$ cat src/rtl/segment_transition_ctl_if.sv
// Request/status bundle between the segment sampler controller and its host.
// The master modport is the host side; the slave modport is the controller side.
interface segment_transition_ctl_if #(
  parameter int NUM_SEGMENT    = 4,
  parameter int SYS_TIME_WIDTH = 56,
  parameter int NUM_GPIO       = 4
);
  localparam int SW = (NUM_SEGMENT > 1) ? $clog2(NUM_SEGMENT) : 1;

  logic                      update_settings;
  logic [SW-1:0]             req_segment;
  logic [15:0]               rep;
  logic [7:0]                transition_mode;
  logic [63:0]               transition_value;
  logic [SYS_TIME_WIDTH-1:0] sys_time;
  logic [NUM_GPIO-1:0]       gpio_in;
  logic                      idx_wrap;
  logic [SW-1:0]             segment;
  logic                      swap;
  logic                      stop;
  logic                      pending;
  logic                      req_err;

  modport master (
    output update_settings, req_segment, rep, transition_mode, transition_value,
    output sys_time, gpio_in, idx_wrap,
    input  segment, swap, stop, pending, req_err
  );

  modport slave (
    input  update_settings, req_segment, rep, transition_mode, transition_value,
    input  sys_time, gpio_in, idx_wrap,
    output segment, swap, stop, pending, req_err
  );
endinterface

$ cat src/rtl/segment_transition_ctl.sv
// Selects the active memory segment and switches it on a trigger; trigger-to-segment latency 1 cycle.
// No backpressure: every request strobe is either accepted or flagged via the sticky error bit.
module segment_transition_ctl #(
  parameter int NUM_SEGMENT    = 4,
  parameter int SYS_TIME_WIDTH = 56,
  parameter int NUM_GPIO       = 4
) (
  input logic                     clk,
  input logic                     reset_n,
  segment_transition_ctl_if.slave bus
);
  localparam int SW = (NUM_SEGMENT > 1) ? $clog2(NUM_SEGMENT) : 1;
  localparam int GW = (NUM_GPIO > 1) ? $clog2(NUM_GPIO) : 1;

  localparam logic [7:0]    MODE_SYNC_IDX = 8'h00;
  localparam logic [7:0]    MODE_SYS_TIME = 8'h01;
  localparam logic [7:0]    MODE_GPIO     = 8'h02;
  localparam logic [7:0]    MODE_EXT      = 8'hF0;
  localparam logic [15:0]   REP_INF       = 16'hFFFF;
  localparam logic [31:0]   SEG_LIMIT     = NUM_SEGMENT;
  localparam logic [SW-1:0] SEG_LAST      = SW'(NUM_SEGMENT - 1);

  typedef enum logic [1:0] {RUN_INF, WAIT_TRIG, RUN_FIN, STOPPED} state_t;

  state_t                    state;
  logic [SW-1:0]             lat_seg;
  logic [15:0]               lat_rep;
  logic [7:0]                lat_mode;
  logic [SYS_TIME_WIDTH-1:0] lat_time;
  logic [GW-1:0]             lat_gpio;
  logic [15:0]               loop_cnt;
  logic [NUM_GPIO-1:0]       gpio_q;

  logic seg_ok;
  logic mode_ok;
  logic req_ok;
  logic gpio_rise;
  logic trig;
  logic unused_value_bits;

  assign unused_value_bits = ^bus.transition_value;

  always_comb begin
    seg_ok    = ({{(32-SW){1'b0}}, bus.req_segment} < SEG_LIMIT);
    mode_ok   = (bus.transition_mode == MODE_SYNC_IDX) || (bus.transition_mode == MODE_SYS_TIME) ||
                (bus.transition_mode == MODE_GPIO)     || (bus.transition_mode == MODE_EXT);
    // Mode is irrelevant for infinite requests, so it cannot make them fail.
    req_ok    = seg_ok && (mode_ok || (bus.rep == REP_INF));
    gpio_rise = bus.gpio_in[lat_gpio] & ~gpio_q[lat_gpio];
    trig      = 1'b0;
    case (lat_mode)
      MODE_SYNC_IDX: trig = bus.idx_wrap;
      MODE_SYS_TIME: trig = (bus.sys_time >= lat_time);
      MODE_GPIO:     trig = gpio_rise;
      MODE_EXT:      trig = 1'b1;
      default:       trig = 1'b0;
    endcase
  end

  always_ff @(posedge clk or negedge reset_n) begin
    if (!reset_n) begin
      state       <= RUN_INF;
      bus.segment <= '0;
      bus.swap    <= 1'b0;
      bus.stop    <= 1'b0;
      bus.pending <= 1'b0;
      bus.req_err <= 1'b0;
      lat_seg     <= '0;
      lat_rep     <= '0;
      lat_mode    <= '0;
      lat_time    <= '0;
      lat_gpio    <= '0;
      loop_cnt    <= '0;
      gpio_q      <= '0;
    end else begin
      gpio_q   <= bus.gpio_in;
      bus.swap <= 1'b0;
      // A request outranks wraps and triggers in the same cycle.
      if (bus.update_settings) begin
        if (!req_ok) begin
          bus.req_err <= 1'b1;
        end else if (bus.rep == REP_INF) begin
          bus.req_err <= 1'b0;
          bus.segment <= bus.req_segment;
          bus.swap    <= 1'b1;
          bus.stop    <= 1'b0;
          bus.pending <= 1'b0;
          state       <= RUN_INF;
        end else begin
          bus.req_err <= 1'b0;
          bus.stop    <= 1'b0;
          bus.pending <= 1'b1;
          lat_seg     <= bus.req_segment;
          lat_rep     <= bus.rep;
          lat_mode    <= bus.transition_mode;
          lat_time    <= bus.transition_value[SYS_TIME_WIDTH-1:0];
          lat_gpio    <= bus.transition_value[GW-1:0];
          state       <= WAIT_TRIG;
        end
      end else begin
        case (state)
          WAIT_TRIG: begin
            if (trig) begin
              bus.segment <= lat_seg;
              bus.swap    <= 1'b1;
              bus.pending <= 1'b0;
              loop_cnt    <= '0;
              state       <= RUN_FIN;
            end
          end
          RUN_FIN: begin
            if (bus.idx_wrap) begin
              if (loop_cnt != lat_rep) begin
                loop_cnt <= loop_cnt + 16'd1;
              end else if (lat_mode == MODE_EXT) begin
                bus.segment <= (bus.segment == SEG_LAST) ? '0 : bus.segment + SW'(1);
                bus.swap    <= 1'b1;
                loop_cnt    <= '0;
              end else begin
                bus.stop <= 1'b1;
                state    <= STOPPED;
              end
            end
          end
          default: ;
        endcase
      end
    end
  end
endmodule
$ cat src/flat_wrapper.sv
// flat-port wrapper written by rule: the top's interface ports become plain ports
module segment_transition_ctl_flat 
#(
  parameter int NUM_SEGMENT    = 4,
  parameter int SYS_TIME_WIDTH = 56,
  parameter int NUM_GPIO       = 4
)
  (clk, reset_n, bus_update_settings, bus_req_segment, bus_rep, bus_transition_mode, bus_transition_value, bus_sys_time, bus_gpio_in, bus_idx_wrap, bus_segment, bus_swap, bus_stop, bus_pending, bus_req_err);
  segment_transition_ctl_if #(.NUM_SEGMENT(NUM_SEGMENT), .SYS_TIME_WIDTH(SYS_TIME_WIDTH), .NUM_GPIO(NUM_GPIO)) bus_i ();
  input logic clk;
  input logic reset_n;
  input wire logic [$bits(bus_i.update_settings)-1:0] bus_update_settings;
  input wire logic [$bits(bus_i.req_segment)-1:0] bus_req_segment;
  input wire logic [$bits(bus_i.rep)-1:0] bus_rep;
  input wire logic [$bits(bus_i.transition_mode)-1:0] bus_transition_mode;
  input wire logic [$bits(bus_i.transition_value)-1:0] bus_transition_value;
  input wire logic [$bits(bus_i.sys_time)-1:0] bus_sys_time;
  input wire logic [$bits(bus_i.gpio_in)-1:0] bus_gpio_in;
  input wire logic [$bits(bus_i.idx_wrap)-1:0] bus_idx_wrap;
  output wire logic [$bits(bus_i.segment)-1:0] bus_segment;
  output wire logic [$bits(bus_i.swap)-1:0] bus_swap;
  output wire logic [$bits(bus_i.stop)-1:0] bus_stop;
  output wire logic [$bits(bus_i.pending)-1:0] bus_pending;
  output wire logic [$bits(bus_i.req_err)-1:0] bus_req_err;
  assign bus_i.update_settings = bus_update_settings;
  assign bus_i.req_segment = bus_req_segment;
  assign bus_i.rep = bus_rep;
  assign bus_i.transition_mode = bus_transition_mode;
  assign bus_i.transition_value = bus_transition_value;
  assign bus_i.sys_time = bus_sys_time;
  assign bus_i.gpio_in = bus_gpio_in;
  assign bus_i.idx_wrap = bus_idx_wrap;
  assign bus_segment = bus_i.segment;
  assign bus_swap = bus_i.swap;
  assign bus_stop = bus_i.stop;
  assign bus_pending = bus_i.pending;
  assign bus_req_err = bus_i.req_err;
  segment_transition_ctl #(.NUM_SEGMENT(NUM_SEGMENT), .SYS_TIME_WIDTH(SYS_TIME_WIDTH), .NUM_GPIO(NUM_GPIO)) u_core (.clk(clk), .reset_n(reset_n), .bus(bus_i));
endmodule
$ cat config.mk
export PLATFORM = sky130hd
export DESIGN_NAME = segment_transition_ctl_flat
export DESIGN_NICKNAME = d
export VERILOG_FILES = /design/src/rtl/segment_transition_ctl_if.sv /design/src/rtl/segment_transition_ctl.sv /design/src/flat_wrapper.sv
export SDC_FILE = /design/constraint.sdc
export NUM_CORES = 1
export LEC_CHECK = 0
export ABC_AREA = 1
export BUFFER_PORTS_ARGS = -buffer_cell sky130_fd_sc_hd__buf_2
export CORE_MARGIN = 10
export CORE_UTILIZATION = 40
export DETAILED_ROUTE_END_ITERATION = 8
export PLACE_DENSITY = 0.59
export SLEW_MARGIN = 15
export SYNTH_ARGS = -nofsm -noshare
export SYNTH_HDL_FRONTEND = slang
export SYNTH_SLANG_ARGS = --single-unit
$ cat constraint.sdc
create_clock -name clk -period 2.9 [get_ports clk]
set_clock_uncertainty 0.1 [all_clocks]
set_input_delay 0.58 -clock clk [delete_from_list [all_inputs] [get_ports clk]]
set_output_delay 0.58 -clock clk [all_outputs]
set_load 0.005 [all_outputs]
==> results.sh, run 1 <==
export IMPL_status="finished, final reports clean"
export IMPL_critPathKind="reg2reg"
export IMPL_clock_root_buffer="clkbuf_16"
export IMPL_dr_pass1_iters=5
export IMPL_synth_area_mm2=0.00654
export IMPL_grt_max_degree=115
export IMPL_maxSlewHeadroom=0.514
export IMPL_rows=46
export IMPL_synth_seq_cells=110
export IMPL_fillers=1617
export IMPL_cp_data_required_time_ns=3.05
export IMPL_p_leak_nw=4.13
export IMPL_synth_area_leader_cell="dfrtp_1"
export IMPL_path_max_fanout=12
export IMPL_synth_distinct_cells=42
export IMPL_n_antenna_cell=0
export IMPL_cts_sinks=110
export IMPL_tightest_slew_ns=0.729
export IMPL_rsz0062_at_grt="false"
export IMPL_layout_common_cells="nand2_1, buf_2, inv_1"
export IMPL_synth_top_area_frac=0.421
export IMPL_clkLatencyLatePin_ns=0.35
export IMPL_vias=5550
export IMPL_drc=0
export IMPL_async_flop_share=1.00
export IMPL_layout_worst_path_cycle_share=0.814
export IMPL_maxSlewViolCount=0
export IMPL_utilization=0.488
export IMPL_grt_pass1_vias=5573
export IMPL_hold_viol=0
export IMPL_cts_buffers=9
export IMPL_finalPower_w=0.00493
export IMPL_crit_start="u_core.lat_time[1]"
export IMPL_die_area_mm2=0.0219
export IMPL_die_h_um=148
export IMPL_track_usage=0.149
export IMPL_syn_avg_cell_area_um2=7.91
export IMPL_pin_count=160
export IMPL_peakVddDrop_uv=324
export IMPL_synth_nets=1041
export IMPL_ctsResizeCount=0
export IMPL_placed_cells=1174
export IMPL_synth_edf_count=0
export IMPL_drt_iter0_drc=280
export IMPL_fin_cells=1190
export IMPL_yosysWarnings=0
export IMPL_max_freq_ghz=0.424
export IMPL_crit_path_end_kind="flop"
export IMPL_fin_nets=1183
export IMPL_hp_class="in2async"
export IMPL_drive_above_1_share=0.192
export IMPL_grt_overflow=0
export IMPL_antenna_found_initial=1
export IMPL_post_drt_wl_per_cell_um=13.3
export IMPL_die_w_um=148
export IMPL_portBuffers=151
export IMPL_drt_antenna_violating_nets=0
export IMPL_r2r_start="u_core.lat_time[1]"
export IMPL_p_per_area_mw_per_mm2=634
export IMPL_setup_viol=0
export IMPL_clk_path_buf_depth=2
export IMPL_htreeDepth=3
export IMPL_synthFlopType="dfrtp_1"
export IMPL_start_util=0.410
export IMPL_path_clk_slew_ns=0.07
export IMPL_viasPerCell=4.66
export IMPL_cts_tree="yes"
export IMPL_startpoint_type="flop"
export IMPL_core_mm2=0.0159
export IMPL_post_cts_buffers=0
export IMPL_gp_congestion=0.786
export IMPL_holdBufCountCts=0
export IMPL_synthTopCellsByArea="dfrtp_1, nand2_1, ha_1"
export IMPL_dp_hpwl_um=12300
export IMPL_post_route_min_period_ns=2.36
export IMPL_area_growth_pct=18.9
export IMPL_arrival_ns=2.51
export IMPL_netlist_instances=827
export IMPL_tns_ns=0
export IMPL_final_common_cell="nand2_1"
export IMPL_seq_area_frac_synth=0.421
export IMPL_wirelength_um=15800
export IMPL_grt_first_pass_wirelength_um=26700
export IMPL_maxCapViolCount=0
[power breakdown]
part	total (W)	leakage (nW)	switching, W	internal, W
logic	0.00161	2.62	0.000965	0.000642
clock network	0.00128	0.152	0.000565	0.000714
registers	0.00204	1.35	0.000157	0.00189
[final cells by class]
| type | count | area, um2 | area share |
|---|---|---|---|
| repair buffers | 157 | 828 | 0.107 |
| inverters | 130 | 489 | 0.0629 |
| multi-input cells | 561 | 3130 | 0.403 |
| clock inverters | 4 | 45.0 | 0.00579 |
| clock buffers | 12 | 256 | 0.0330 |
| flip-flops and latches | 110 | 2750 | 0.354 |
| well taps | 216 | 270 | 0.0348 |
[per-stage QoR]
stage	hold slack [ns]	worst slack [ns]	cell area, um2
floorplan	0.184	0.652	6540
global placement	0.362	0.229	7470
detailed placement	0.361	0.192	7470
CTS	0.204	0.497	7780
global route	0.228	0.234	7780
finish	0.181	0.541	7780
[logic make-up (layout without fill, tap and decap cells)]
group | count (synthesis) | count (layout) | synth area share
compound gates | 136 | 136 | 0.111
flops | 110 | 110 | 0.421
simple gates | 342 | 342 | 0.223
xor+xnor | 23 | 23 | 0.0308
fa+ha+maj | 60 | 60 | 0.115
buf+inv | 156 | 303 | 0.0999
[flip-flops by register name (all words and copies together), names as in the netlist, 2 cells and up]
name	flops
u_core.loop_cnt	16
u_core.gpio_q	4
u_core.lat_rep	16
u_core.lat_time	56
u_core.state	2
u_core.lat_seg	2
u_core.bus.segment	2
u_core.lat_mode	8
[cell usage after synthesis, drive strengths merged, types with 2 or more instances]
library cell  instances
nor3b                 2
o21a                  5
xnor2                18
a21oi                36
o21ai                84
o21bai                2
nand4                14
buf                  12
dfrtp               110
o211ai                2
inv                 130
ha                   60
nand2               224
nor3                  4
nor4                  8
nand3                32
xor2                  5
clkbuf               14
nor2                 54
or2                   3
o221ai                2
[worst max-delay path, stage by stage (launching register included)]
cell and delay (ns):
dfrtp_1 0.38, inv_1 0.11, ha_1 0.25, inv_1 0.06
o21bai_1 0.05, nand2_1 0.06, nand2_1 0.07, nand2_1 0.06
nand2_1 0.07, nand2_1 0.06, nand3_1 0.10, nand2_1 0.09
nand2_1 0.08, nand2_1 0.15, nand3_4 0.20, buf_4 0.23
nand3_1 0.07, nand2_1 0.06
[layer usage]
metal  routed length (um)  share of wire  GRT usage
met5                   13        0.00082          0
met4                  165          0.010     0.0372
met3                 1040          0.066     0.0461
met2                 7180           0.45      0.242
met1                 7420           0.47      0.187
[final timing paths]
kind                                       end  slack (ns)  cells past startpoint
max reg2reg                 u_core.loop_cnt[8]        0.54                     17
max in group asynchronous   u_core.lat_rep[13]        1.79                      2
min reg2reg                 u_core.bus.req_err        0.38                      2
max                         u_core.loop_cnt[8]        0.54                     17
min                        u_core.lat_time[14]        0.18                      1
min in group clk              u_core.gpio_q[2]        0.25                      1
Note: power is estimated with default switching activity, not from simulation.
==> inputs of run 2 (changes only) <==
ABC_AREA = 0   (was 1)
clock period = 2.45 ns   (was 2.9 ns; I/O delays follow)
==> run 2 against run 1 <==
The flow now finishes with violations (negative setup slack). Worst hold slack worse by 0.020 ns. Global-route usage increased by 0.90 points. First-iteration DRC count grew 5.7%. Critical path type unchanged. Largest power group unchanged.
==> results.sh, run 2 <==
export IMPL_status="finished with violations"
export IMPL_violations="negative setup slack"
export IMPL_hold_viol=0
export IMPL_setup_viol=22
export IMPL_final_common_cell="buf_2"
export IMPL_dp_hpwl_um=13400
export IMPL_fillers=1374
export IMPL_crit_slowest_cell="or4_4"
export IMPL_reg2reg_slack_ns=-0.51
export IMPL_crit_path_end_kind="flop"
export IMPL_drt_antenna_violating_nets=0
export IMPL_synth_top_area_frac=0.441
export IMPL_synthFlopType="dfrtp_1"
export IMPL_pwr_share_clk=0.251
export IMPL_grt_max_degree=64
export IMPL_combPwrFrac=0.358
export IMPL_regMostFlops="u_core.lat_time"
export IMPL_worstHoldStart="bus_gpio_in[3]"
export IMPL_synth_edf_count=0
export IMPL_p_sw_w=0.00187
export IMPL_clk_path_buf_depth=2
export IMPL_gp_congestion=0.825
export IMPL_critPathBufInv=2
export IMPL_path_delay_family="simple AND/OR/NAND/NOR gates"
export IMPL_pin_count=160
export IMPL_die_area_mm2=0.0210
export IMPL_synth_area_leader_cell="dfrtp_1"
export IMPL_post_drt_wl_per_cell_um=15.4
export IMPL_synth_seq_cells=110
export IMPL_htreeDepth=3
export IMPL_cts_buffers=9
export IMPL_max_freq_ghz=0.338
export IMPL_grt_pass1_vias=5696
export IMPL_rsz0062_at_grt="true"
export IMPL_synth_nets=867
export IMPL_path_clk_slew_ns=0.07
export IMPL_layout_common_cells="buf_2, dfrtp_1, o21ai_0"
export IMPL_wirelength_um=16800
export IMPL_rows=45
export IMPL_dp_slack_ns=-0.763
export IMPL_syn_avg_cell_area_um2=9.57
export IMPL_track_usage=0.158
export IMPL_sw_frac_of_total=0.319
export IMPL_synthTopCellsByArea="dfrtp_1, ha_1, o21ai_0"
export IMPL_maxSlewHeadroom=0.644
export IMPL_peakVddDrop_uv=539
export IMPL_vias=5478
export IMPL_tightest_slew_ns=0.529
export IMPL_largest_reg_flops=56
export IMPL_hold_depth=1
export IMPL_crit_path_cell_trace="ha_4 > nand2b_4 > a2111oi_4 > a2111oi_2 > or4_4 > a2111o_1 > nand3_2 > or2_4 > clkbuf_16 > buf_6 > o21ai_2"
export IMPL_maxCapViolCount=0
export IMPL_p_leak_nw=4.28
export IMPL_crit_path_max_incr_delay_ns=0.56
export IMPL_arrival_ns=3.09
export IMPL_critPathKind="reg2reg"
export IMPL_netlist_instances=653
export IMPL_portBuffers=151
export IMPL_rr_endpoint="u_core.loop_cnt[7]"
export IMPL_path_max_fanout=7
export IMPL_die_h_um=145
export IMPL_synth_area_mm2=0.00625
export IMPL_hp_class="in2reg"
export IMPL_fin_nets=1087
export IMPL_ys_top_cells_by_count="dfrtp_1, o21ai_0, nand2_1, inv_1, ha_1"
export IMPL_grt_overflow=0
export IMPL_dr_pass1_iters=4
export IMPL_p_per_area_mw_per_mm2=702
export IMPL_clock_root_buffer="clkbuf_16"
export IMPL_synth_distinct_cells=51
export IMPL_hold_end="u_core.gpio_q[3]"
export IMPL_die_w_um=145
export IMPL_cell_internal_pwr_w=0.00398
export IMPL_layout_worst_path_cycle_share=1.21
export IMPL_yosysWarnings=0
export IMPL_startpoint_type="flop"
export IMPL_drive_above_1_share=0.353
export IMPL_core_mm2=0.0153
export IMPL_cts_sinks=110
export IMPL_antenna_found_initial=0
export IMPL_grt_first_pass_wirelength_um=27700
export IMPL_drc=0
export IMPL_register_area_mm2=0.00275
export IMPL_post_route_worst_setup_slack_ns=-0.509
export IMPL_cts_tree="yes"
export IMPL_start_util=0.409
export IMPL_area_growth_pct=33.2
export IMPL_clkLatencyLatePin_ns=0.35
export IMPL_viasPerCell=5.03
export IMPL_finalPower_w=0.00584
export IMPL_maxSlewViolCount=0
export IMPL_reg_top3="u_core.lat_time: 56 flops, u_core.lat_rep: 16 flops, u_core.loop_cnt: 16 flops"
export IMPL_post_route_min_period_ns=2.96
export IMPL_async_flop_share=1.00
export IMPL_cp_data_required_time_ns=2.58
export IMPL_r2r_start="u_core.lat_time[0]"
export IMPL_yosysMostFrequentCell="dfrtp_1"
export IMPL_multi_input_area_mm2=0.00327
export IMPL_seq_area_frac_synth=0.441
export IMPL_drt_iter0_drc=296
export IMPL_p_seq_frac=0.391
export IMPL_reg2regPathDepth=11
## run 2: cell types whose count changed after synthesis, sizes merged, moves of 7 or more
cell,previous run,this run
nand2,224,81
xnor2,18,0
a21oi,36,29
nor2,54,24
nand2b,0,15
xor2,5,16
o21ai,84,97
inv,130,69
and3,1,12
mux2,0,27
o31ai,0,7
nand3,32,11
## run 2: per-layer routing
| layer | vias up | part of all wire | track usage |
|---|---|---|---|
| met1 | 2610 | 0.43 | 0.194 |
| met2 | 126 | 0.50 | 0.264 |
| met3 | 19 | 0.049 | 0.0338 |
| met5 | - | 0 | 0 |
| li1 | 2723 | - | - |
| met4 | 0 | 0.020 | 0.0587 |
## run 2: cells by family after synthesis
family                     Yosys count  synth area share
and+or+nand+nor                    186             0.148
muxes                               30            0.0555
adders and majority gates           60             0.120
xor gates and xnor gates            16            0.0224
AOI/OAI and AO/OA                  159             0.154
DFF                                110             0.441
buffers and inverters               92            0.0593
## run 2: timing repair
action / CTS / global route
gates resized for setup: 12 / 18
setup buffers: 2 / 7
setup endpoints to repair: 22 / 22
hold buffers: 1 / 0
gates cloned: 0 / 1
endpoints found under the hold margin: 19 / 0
pin swaps: 4 / 9
## run 2: area by class of cell
class                           count  area share
Antenna cell                        1    0.000301
Clock buffer                       12      0.0296
Clock inverter                      3     0.00541
Inverter                           70      0.0325
Multi-Input combinational cell    451       0.393
Sequential cell                   110       0.331
Tap cell                          211      0.0317
Timing Repair Buffer              231       0.177
## run 2: how the worst max path moves through the flow
stage | slack, ns | from | to | cells past startpoint
finish | -0.51 | u_core.lat_time[0] | u_core.loop_cnt[7] | 11
global route | -0.63 | u_core.lat_time[43] | u_core.loop_cnt[15] | 14
CTS | -0.47 | u_core.lat_time[0] | u_core.loop_cnt[5] | 10
detailed placement | -0.76 | bus_sys_time[55] | u_core.bus.segment[0] | 12
global placement | -0.75 | bus_sys_time[41] | u_core.loop_cnt[5] | 13
floorplan | -0.49 | bus_sys_time[0] | u_core.loop_cnt[14] | 12
## run 2: worst reg2reg max path, cell delays in order, from the launching register on
cell and delay, ns:
dfrtp_1 0.41, ha_4 0.22, nand2b_4 0.14, a2111oi_4 0.35, a2111oi_2 0.06, or4_4 0.56
a2111o_1 0.47, nand3_2 0.09, or2_4 0.16, clkbuf_16 0.16, buf_6 0.09, o21ai_2 0.04
## run 2: through the flow
stage	area [um2]	instances	hold slack (ns)	utilization	setup TNS, ns
3_5_place_dp	7790	1062	0.297	0.510	-13.84
4_1_cts	8160	1080	0.149	0.535	-8.77
2_1_floorplan	6290	653	0.0944	-	-8.10
6_report	8320	1089	0.161	0.546	-8.92
5_1_grt	8320	1088	0.154	0.545	-12.05
3_3_place_gp	7790	1062	0.301	0.510	-13.33
## run 2: power groups by stage
stage	registers [W]	logic [W]	clock network, W
after CTS	0.00229	0.00200	0.00152
after detailed placement	0.00232	0.00194	0
after global routing	0.00232	0.00237	0.00160
final	0.00228	0.00209	0.00147
after global placement	0.00231	0.00187	0
after floorplan	0.00229	0.00116	0
